===== config.mk =====
export PLATFORM = sky130hd
export DESIGN_NAME = cache_axi_arbiter
export DESIGN_NICKNAME = d
export VERILOG_FILES = /design/src/rtl/cache_axi_arbiter.sv
export SDC_FILE = /design/constraint.sdc
export NUM_CORES = 1
export LEC_CHECK = 0
export BUFFER_PORTS_ARGS = -buffer_cell sky130_fd_sc_hd__buf_2
export CORE_ASPECT_RATIO = 1.25
export CORE_MARGIN = 2
export CORE_UTILIZATION = 47
export DETAILED_ROUTE_END_ITERATION = 8
export GPL_TIMING_DRIVEN = 0
export PLACE_DENSITY_LB_ADDON = 0.25
export SLEW_MARGIN = 20
export SYNTH_ARGS = -nofsm -noshare
export SYNTH_HDL_FRONTEND = slang
export SYNTH_SLANG_ARGS = --single-unit

===== constraint.sdc =====
create_clock -name clk -period 2.05 [get_ports clk]
set_clock_uncertainty 0.15 [all_clocks]
set_input_delay 0.41 -clock clk [delete_from_list [all_inputs] [get_ports clk]]
set_output_delay 0.41 -clock clk [all_outputs]
set_load 0.01 [all_outputs]

===== src/rtl/cache_axi_arbiter.sv =====
// Serialises instruction-cache refills and data-cache reads/writes onto one single-beat
// AXI3 master port. The fixed burst attributes (len=0, size=4B, INCR, wlast=1) are tied off outside this block.
module cache_axi_arbiter #(
    localparam int unsigned ADDR_W = 32,
    localparam int unsigned DATA_W = 32,
    localparam int unsigned ID_W   = 4,
    localparam int unsigned STRB_W = 4,
    parameter logic [ID_W-1:0] INST_ID = 4'd0,
    parameter logic [ID_W-1:0] DATA_ID = 4'd1
) (
    input  logic              clk,
    input  logic              resetn,
    input  logic              inst_cache_req,
    input  logic [ADDR_W-1:0] inst_cache_addr,
    output logic [DATA_W-1:0] inst_cache_rdata,
    output logic              inst_cache_dok,
    input  logic              data_cache_req,
    input  logic              data_cache_wr,
    input  logic [STRB_W-1:0] data_cache_wstrb,
    input  logic [ADDR_W-1:0] data_cache_addr,
    input  logic [DATA_W-1:0] data_cache_wdata,
    output logic [DATA_W-1:0] data_cache_rdata,
    output logic              data_cache_dok,
    output logic [ID_W-1:0]   arid,
    output logic [ADDR_W-1:0] araddr,
    output logic              arvalid,
    input  logic              arready,
    input  logic [ID_W-1:0]   rid,
    input  logic [DATA_W-1:0] rdata,
    input  logic              rvalid,
    output logic              rready,
    output logic [ID_W-1:0]   awid,
    output logic [ADDR_W-1:0] awaddr,
    output logic              awvalid,
    input  logic              awready,
    output logic [DATA_W-1:0] wdata,
    output logic [STRB_W-1:0] wstrb,
    output logic              wvalid,
    input  logic              wready,
    input  logic              bvalid,
    output logic              bready
);

    typedef enum logic [2:0] {IDLE, AR, R, AW_W, B, DONE} state_t;

    state_t state;
    logic   owner_data;
    logic   aw_done;
    logic   w_done;
    logic   aw_hs_c;
    logic   w_hs_c;
    logic   rid_unused;

    assign aw_hs_c    = awvalid & awready;
    assign w_hs_c     = wvalid & wready;
    assign awid       = DATA_ID;
    // Only one transaction is ever outstanding, so the returned id carries no information.
    assign rid_unused = ^rid;

    // Request arbitration, AXI channel sequencing and done-pulse generation.
    always_ff @(posedge clk or negedge resetn) begin
        if (!resetn) begin
            state            <= IDLE;
            owner_data       <= 1'b0;
            aw_done          <= 1'b0;
            w_done           <= 1'b0;
            inst_cache_rdata <= '0;
            data_cache_rdata <= '0;
            inst_cache_dok   <= 1'b0;
            data_cache_dok   <= 1'b0;
            arid             <= '0;
            araddr           <= '0;
            arvalid          <= 1'b0;
            rready           <= 1'b0;
            awaddr           <= '0;
            awvalid          <= 1'b0;
            wdata            <= '0;
            wstrb            <= '0;
            wvalid           <= 1'b0;
            bready           <= 1'b0;
        end else begin
            inst_cache_dok <= 1'b0;
            data_cache_dok <= 1'b0;
            case (state)
                IDLE: begin
                    // The data request belongs to the older instruction, so it wins.
                    if (data_cache_req) begin
                        owner_data <= 1'b1;
                        if (data_cache_wr) begin
                            awaddr  <= data_cache_addr;
                            wdata   <= data_cache_wdata;
                            wstrb   <= data_cache_wstrb;
                            awvalid <= 1'b1;
                            wvalid  <= 1'b1;
                            aw_done <= 1'b0;
                            w_done  <= 1'b0;
                            state   <= AW_W;
                        end else begin
                            araddr  <= data_cache_addr;
                            arid    <= DATA_ID;
                            arvalid <= 1'b1;
                            state   <= AR;
                        end
                    end else if (inst_cache_req) begin
                        owner_data <= 1'b0;
                        araddr     <= inst_cache_addr;
                        arid       <= INST_ID;
                        arvalid    <= 1'b1;
                        state      <= AR;
                    end
                end
                AR: begin
                    if (arready) begin
                        arvalid <= 1'b0;
                        rready  <= 1'b1;
                        state   <= R;
                    end
                end
                R: begin
                    if (rvalid) begin
                        rready <= 1'b0;
                        if (owner_data) begin
                            data_cache_rdata <= rdata;
                            data_cache_dok   <= 1'b1;
                        end else begin
                            inst_cache_rdata <= rdata;
                            inst_cache_dok   <= 1'b1;
                        end
                        state <= DONE;
                    end
                end
                AW_W: begin
                    // Address and data channels complete independently, in any order.
                    if (aw_hs_c) begin
                        awvalid <= 1'b0;
                        aw_done <= 1'b1;
                    end
                    if (w_hs_c) begin
                        wvalid <= 1'b0;
                        w_done <= 1'b1;
                    end
                    if ((aw_done | aw_hs_c) && (w_done | w_hs_c)) begin
                        bready <= 1'b1;
                        state  <= B;
                    end
                end
                B: begin
                    if (bvalid) begin
                        bready         <= 1'b0;
                        data_cache_dok <= owner_data;
                        inst_cache_dok <= ~owner_data;
                        state          <= DONE;
                    end
                end
                DONE: begin
                    state <= IDLE;
                end
                default: begin
                    state <= IDLE;
                end
            endcase
        end
    end

endmodule


== After elaboration in Yosys (flattened, before gate mapping) ==
Cells that the tools add are included.
Widths: inputs -> output; s select.
Word-level totals
  register bits after elaboration: 181
  bits of input ports: 146
  word-level logic and storage cells: 103
  output and inout port bits: 179
Cells by class
  muxes and demuxes: 47
  equality and inequality tests: 15
  bitwise operators: 5
  reductions and logical operators: 18
Operator list (count)
  $mux 32: 3
  $mux 1: 24
  $mux 3: 6
  $ne 2x2->1 const B: 9
  $pmux 1 s2: 9
  $reduce_and 3->1: 6
  $pmux 3 s5: 1
  $mux 4: 3
  $reduce_and 4->1: 3
  $reduce_bool 2->1: 5
  $eq 3x2->1 const B: 2
  $ne 3x3->1 const B: 2
  $reduce_and 5->1: 1
  $eq 3x1->1 const B: 1
  $eq 3x3->1 const B: 1
  $logic_not 3->1: 1
  $and 1x1->1: 2
  $mux 2: 1
  $or 1x1->1: 2
  $reduce_and 2->1: 1
  $logic_and 1x1->1: 1
  $not 1->1: 1

== Depth between registers and ports, before layout ==
  depth after elaboration: 5
  mapped depth: 6
  gate-level depth less buffers: 4

== Least setup slack after synthesis ==
OpenSTA, ideal clock, no wires.
  path type: register to register
  from: reg state[2]
  to: reg wdata[25]
  stages on the path, launching flop included: 5
  data required time: 1.775 ns
  library setup time: 0.125 ns
  setup slack: 0.275 ns
  arrival time: 1.501 ns
  cells stage by stage: dfrtp_1 -> buf_2 -> nor4_2 -> buf_2 -> mux2_2
Between the ends
  word-level cells in the longest chain between the ends: 2
Ends and longest elaborated chain
  start, declared: RTL line 46  | state_t state;
  start signal, assigned: RTL line 63  | state <= IDLE;
  start signal, assigned: RTL line 97  | state <= AW_W;
  start signal, assigned: RTL line 102  | state <= AR;
  $logic_not 3->1: RTL line 84  | case (state)
  $reduce_and 3->1 (no line)
  end signal, assigned: RTL line 91  | wdata <= data_cache_wdata;
  end, declared: RTL line 36  | output logic [DATA_W-1:0] wdata,
No other way between the ends.
A chain may end at the register's enable or synchronous reset.

== Final worst setup path ==
  from: reg state[2]
  to: reg wdata[2]
Same word-level chain as after synthesis.

==> impl_metrics.tcl <==
set metrics [dict create \
    outcome "finished, final reports clean" \
    p_int_mw 9.916 \
    rsz0062_at_grt "true" \
    power_leakage_nw 4.965 \
    worstHoldStart "awready" \
    drive_gt1_share_pct 55.83 \
    start_util_pct 47.90 \
    place_congestion 0.8186 \
    yosys_warnings 0 \
    antenna_left 0 \
    rr_endpoint "wdata[2]$_DFFE_PN0P_" \
    ir_drop_uv 678.2 \
    r2r_slack_ns 0.07 \
    seq_area_um2 4454 \
    seqPwrFrac_pct 40.9 \
    clkPwrFrac_pct 22.1 \
    fin_crit_sh_pct 96.35 \
    wire_per_inst_um 17.15 \
    pwr_density_cell_nw_per_um2 1546 \
    crit_required_ns 2.20 \
    io_pins 325 \
    syn_area_um2 7162 \
    arrival_ns 2.12 \
    rr_worst_depth 4 \
    min_period_ns 1.975 \
    clock_latency_ns 0.42 \
    fp.dieW_um 114.4 \
    setup_tns_ns 0 \
    gr-usage-met3_pct 7.198 \
    regToRegStartpoint "state[2]$_DFFE_PN0P_" \
    core_um2 14950 \
    grt_max_degree 100 \
    drt-total-wl_mm 17.83 \
    num_vias 5322 \
    met1_usage_pct 24.88 \
    hold_depth 2 \
    clockBufferDepth 2 \
    drv_slew 0 \
    start_kind "flop" \
    tightestPinTransition_ns 0.7404 \
    critPathCaptureType "flop" \
    place_ws_ns -0.05391 \
    portBuffers 313 \
    power_frac_comb_pct 36.9 \
    fillers 1211 \
    min_to "awvalid$_DFFE_PN0P_" \
    hold_class "in -> reg" \
    swShare_pct 33.57 \
    grt_pass1_wl_mm 28.30 \
    synth_cell_type_count 31 \
    p_sw_mw 5.011 \
    maxSlewHeadroom_pct 50.64 \
    fp.dieH_um 142.0 \
    dpl.hpwl_mm 13.87 \
    antenna_found_initial 0 \
    synth_area_per_cell_um2 14.13 \
    routed_via_density 5.117 \
    synth_seq_cells 178 \
    ys_seq_area_share_pct 62.19 \
    worstSetupPathType "reg -> reg" \
    cts_tree "yes" \
    hold_viol 0 \
    drv_cap 0 \
    syn_inst 507 \
    top_usage_layer "met2" \
    synth_top_area_share_pct 62.19 \
    overflow 0 \
    rows 50 \
    area_growth_pct 34.78 \
    drtPass1Iterations 4 \
    fin_hold_ws_ns 0.04982 \
    diodes 0 \
    ctsHtreeMaxLevel 4 \
    clk_pin_slew_ns 0.06 \
    clock-sinks 178 \
    fmax_mhz 506.3 \
    met2_usage_pct 40.21 \
    timing.final.ws_setup_ns 0.07473 \
    synth_top_area_cell "dfrtp_1" \
    drt_iter0_markers 209 \
    synth_area_leaders "dfrtp_1 (62%), mux2_2 (15%), mux2_1 (5.3%), mux2i_1 (4.5%), o21ai_0 (2.7%)" \
    drc 0 \
    grt_pass1_vias 5648 \
    final_nets 992 \
    grt_usage_pct 22.42 \
    mostFrequentLayoutCell "buf_2" \
    root_buffer "clkbuf_16" \
    cts_buffers 17 \
    setup_viol 0 \
    final_cell_mix "buf_2 (321), dfrtp_1 (178), mux2_2 (98), nand2_1 (40), o21ai_0 (38)" \
    path_max_fanout 10 \
    dieArea_um2 16250 \
    multiInputGateArea_um2 2525 \
]
==> how the worst max path moves through the flow <==
stage                                     from                               end  slack (ns)
after detailed placement        inst_cache_req            araddr[22]$_DFFE_PN0P_       -0.05
after floorplan           state[2]$_DFFE_PN0P_             wdata[25]$_DFFE_PN0P_        0.27
final                     state[2]$_DFFE_PN0P_              wdata[2]$_DFFE_PN0P_        0.07
after global routing      state[2]$_DFFE_PN0P_             wdata[29]$_DFFE_PN0P_      -0.006
after global placement                  resetn            araddr[13]$_DFFE_PN0P_       -2.16
after CTS                 state[0]$_DFFE_PN0P_  inst_cache_rdata[25]$_DFFE_PN0P_        0.02
==> critical path: stages, from the launching register on <==
cell     delay (ns)
dfrtp_1        0.40
buf_2          0.19
nor4_2         0.48
buf_4          0.28
mux2_2         0.36
==> Yosys cell counts (all sizes together) <==
library cell and number:
and2b 1, and2 1, nor3 5, nor4 1, o31a 1, a22o 1, inv 3, conb 2
a21oi 6, o2bb2ai 1, nand4 1, a31oi 4, nor2 7, mux2i 32, nor3b 3, a22oi 1
a32o 5, mux2 132, or4 1, dfrtp 178, buf 27, nand2 40, clkbuf 8, o21ai 39
nand4b 1, nor2b 4, nand2b 2
==> what timing repair did <==
| action | 4_1_cts | 5_1_grt |
|---|---|---|
| hold buffers | 1 | 0 |
| endpoints found under the hold margin | 98 | 0 |
| pin swaps | 0 | 0 |
| endpoints found under the setup margin | 6 | 64 |
| resized for setup | 1 | 13 |
| buffers inserted | 0 | 0 |
==> power by group through the flow <==
stage	combinational (mW)	clock [mW]	sequential [mW]
2_1_floorplan	2.19	0	6.91
3_3_place_gp	5.38	0	6.04
3_5_place_dp	5.57	0	6.17
4_1_cts	5.58	3.38	6.12
5_1_grt	6.04	3.53	6.32
6_report	5.51	3.30	6.11
==> kinds of logic (layout without fill, tap and decap cells) <==
| family | Yosys count | count (layout) | share of synthesized area, % |
|---|---|---|---|
| compound gates | 58 | 58 | 4.665 |
| buf+inv | 38 | 384 | 3.022 |
| flops | 178 | 178 | 62.19 |
| mux | 164 | 164 | 25.23 |
| other cells | 2 | 7 | 0.1049 |
| simple gates | 67 | 67 | 4.787 |
==> per-stage QoR <==
step | power, mW | cell area (µm²) | utilization, % | instances
after floorplan | 9.099 | 7181 | - | 512
after global placement | 11.42 | 8975 | 60.03 | 1007
after detailed placement | 11.74 | 9012 | 60.28 | 1008
after CTS | 15.08 | 9629 | 64.40 | 1040
after global routing | 15.88 | 9653 | 64.56 | 1040
final | 14.93 | 9653 | 64.56 | 1040
==> cell type report <==
class | count | share of cell area, %
plain buffers | 35 | 2.242
clock buffers | 22 | 4.913
clock inverters | 9 | 1.348
inverters | 3 | 0.1167
multi-input cells | 296 | 26.16
flip-flops and latches | 178 | 46.14
well taps | 182 | 2.359
repair buffers | 315 | 16.72
==> registers in the layout (all words and copies together) (netlist names) <==
name	cells
data_cache_dok	1
inst_cache_rdata	32
araddr	32
wdata	32
state	3
wstrb	4
bready	1
awaddr	32
inst_cache_dok	1
arvalid	1
data_cache_rdata	32
w_done	1
aw_done	1
rready	1
awvalid	1
arid	1
wvalid	1
owner_data	1
==> layer usage <==
layer	share of wire [%]	wire, µm	vias up
li1	-	-	2446
met1	37	6558	2630
met3	7.4	1326	28
met2	54	9582	218
met5	0	0	-
met4	2.1	367	0
Power figures use the tool's default switching activity.
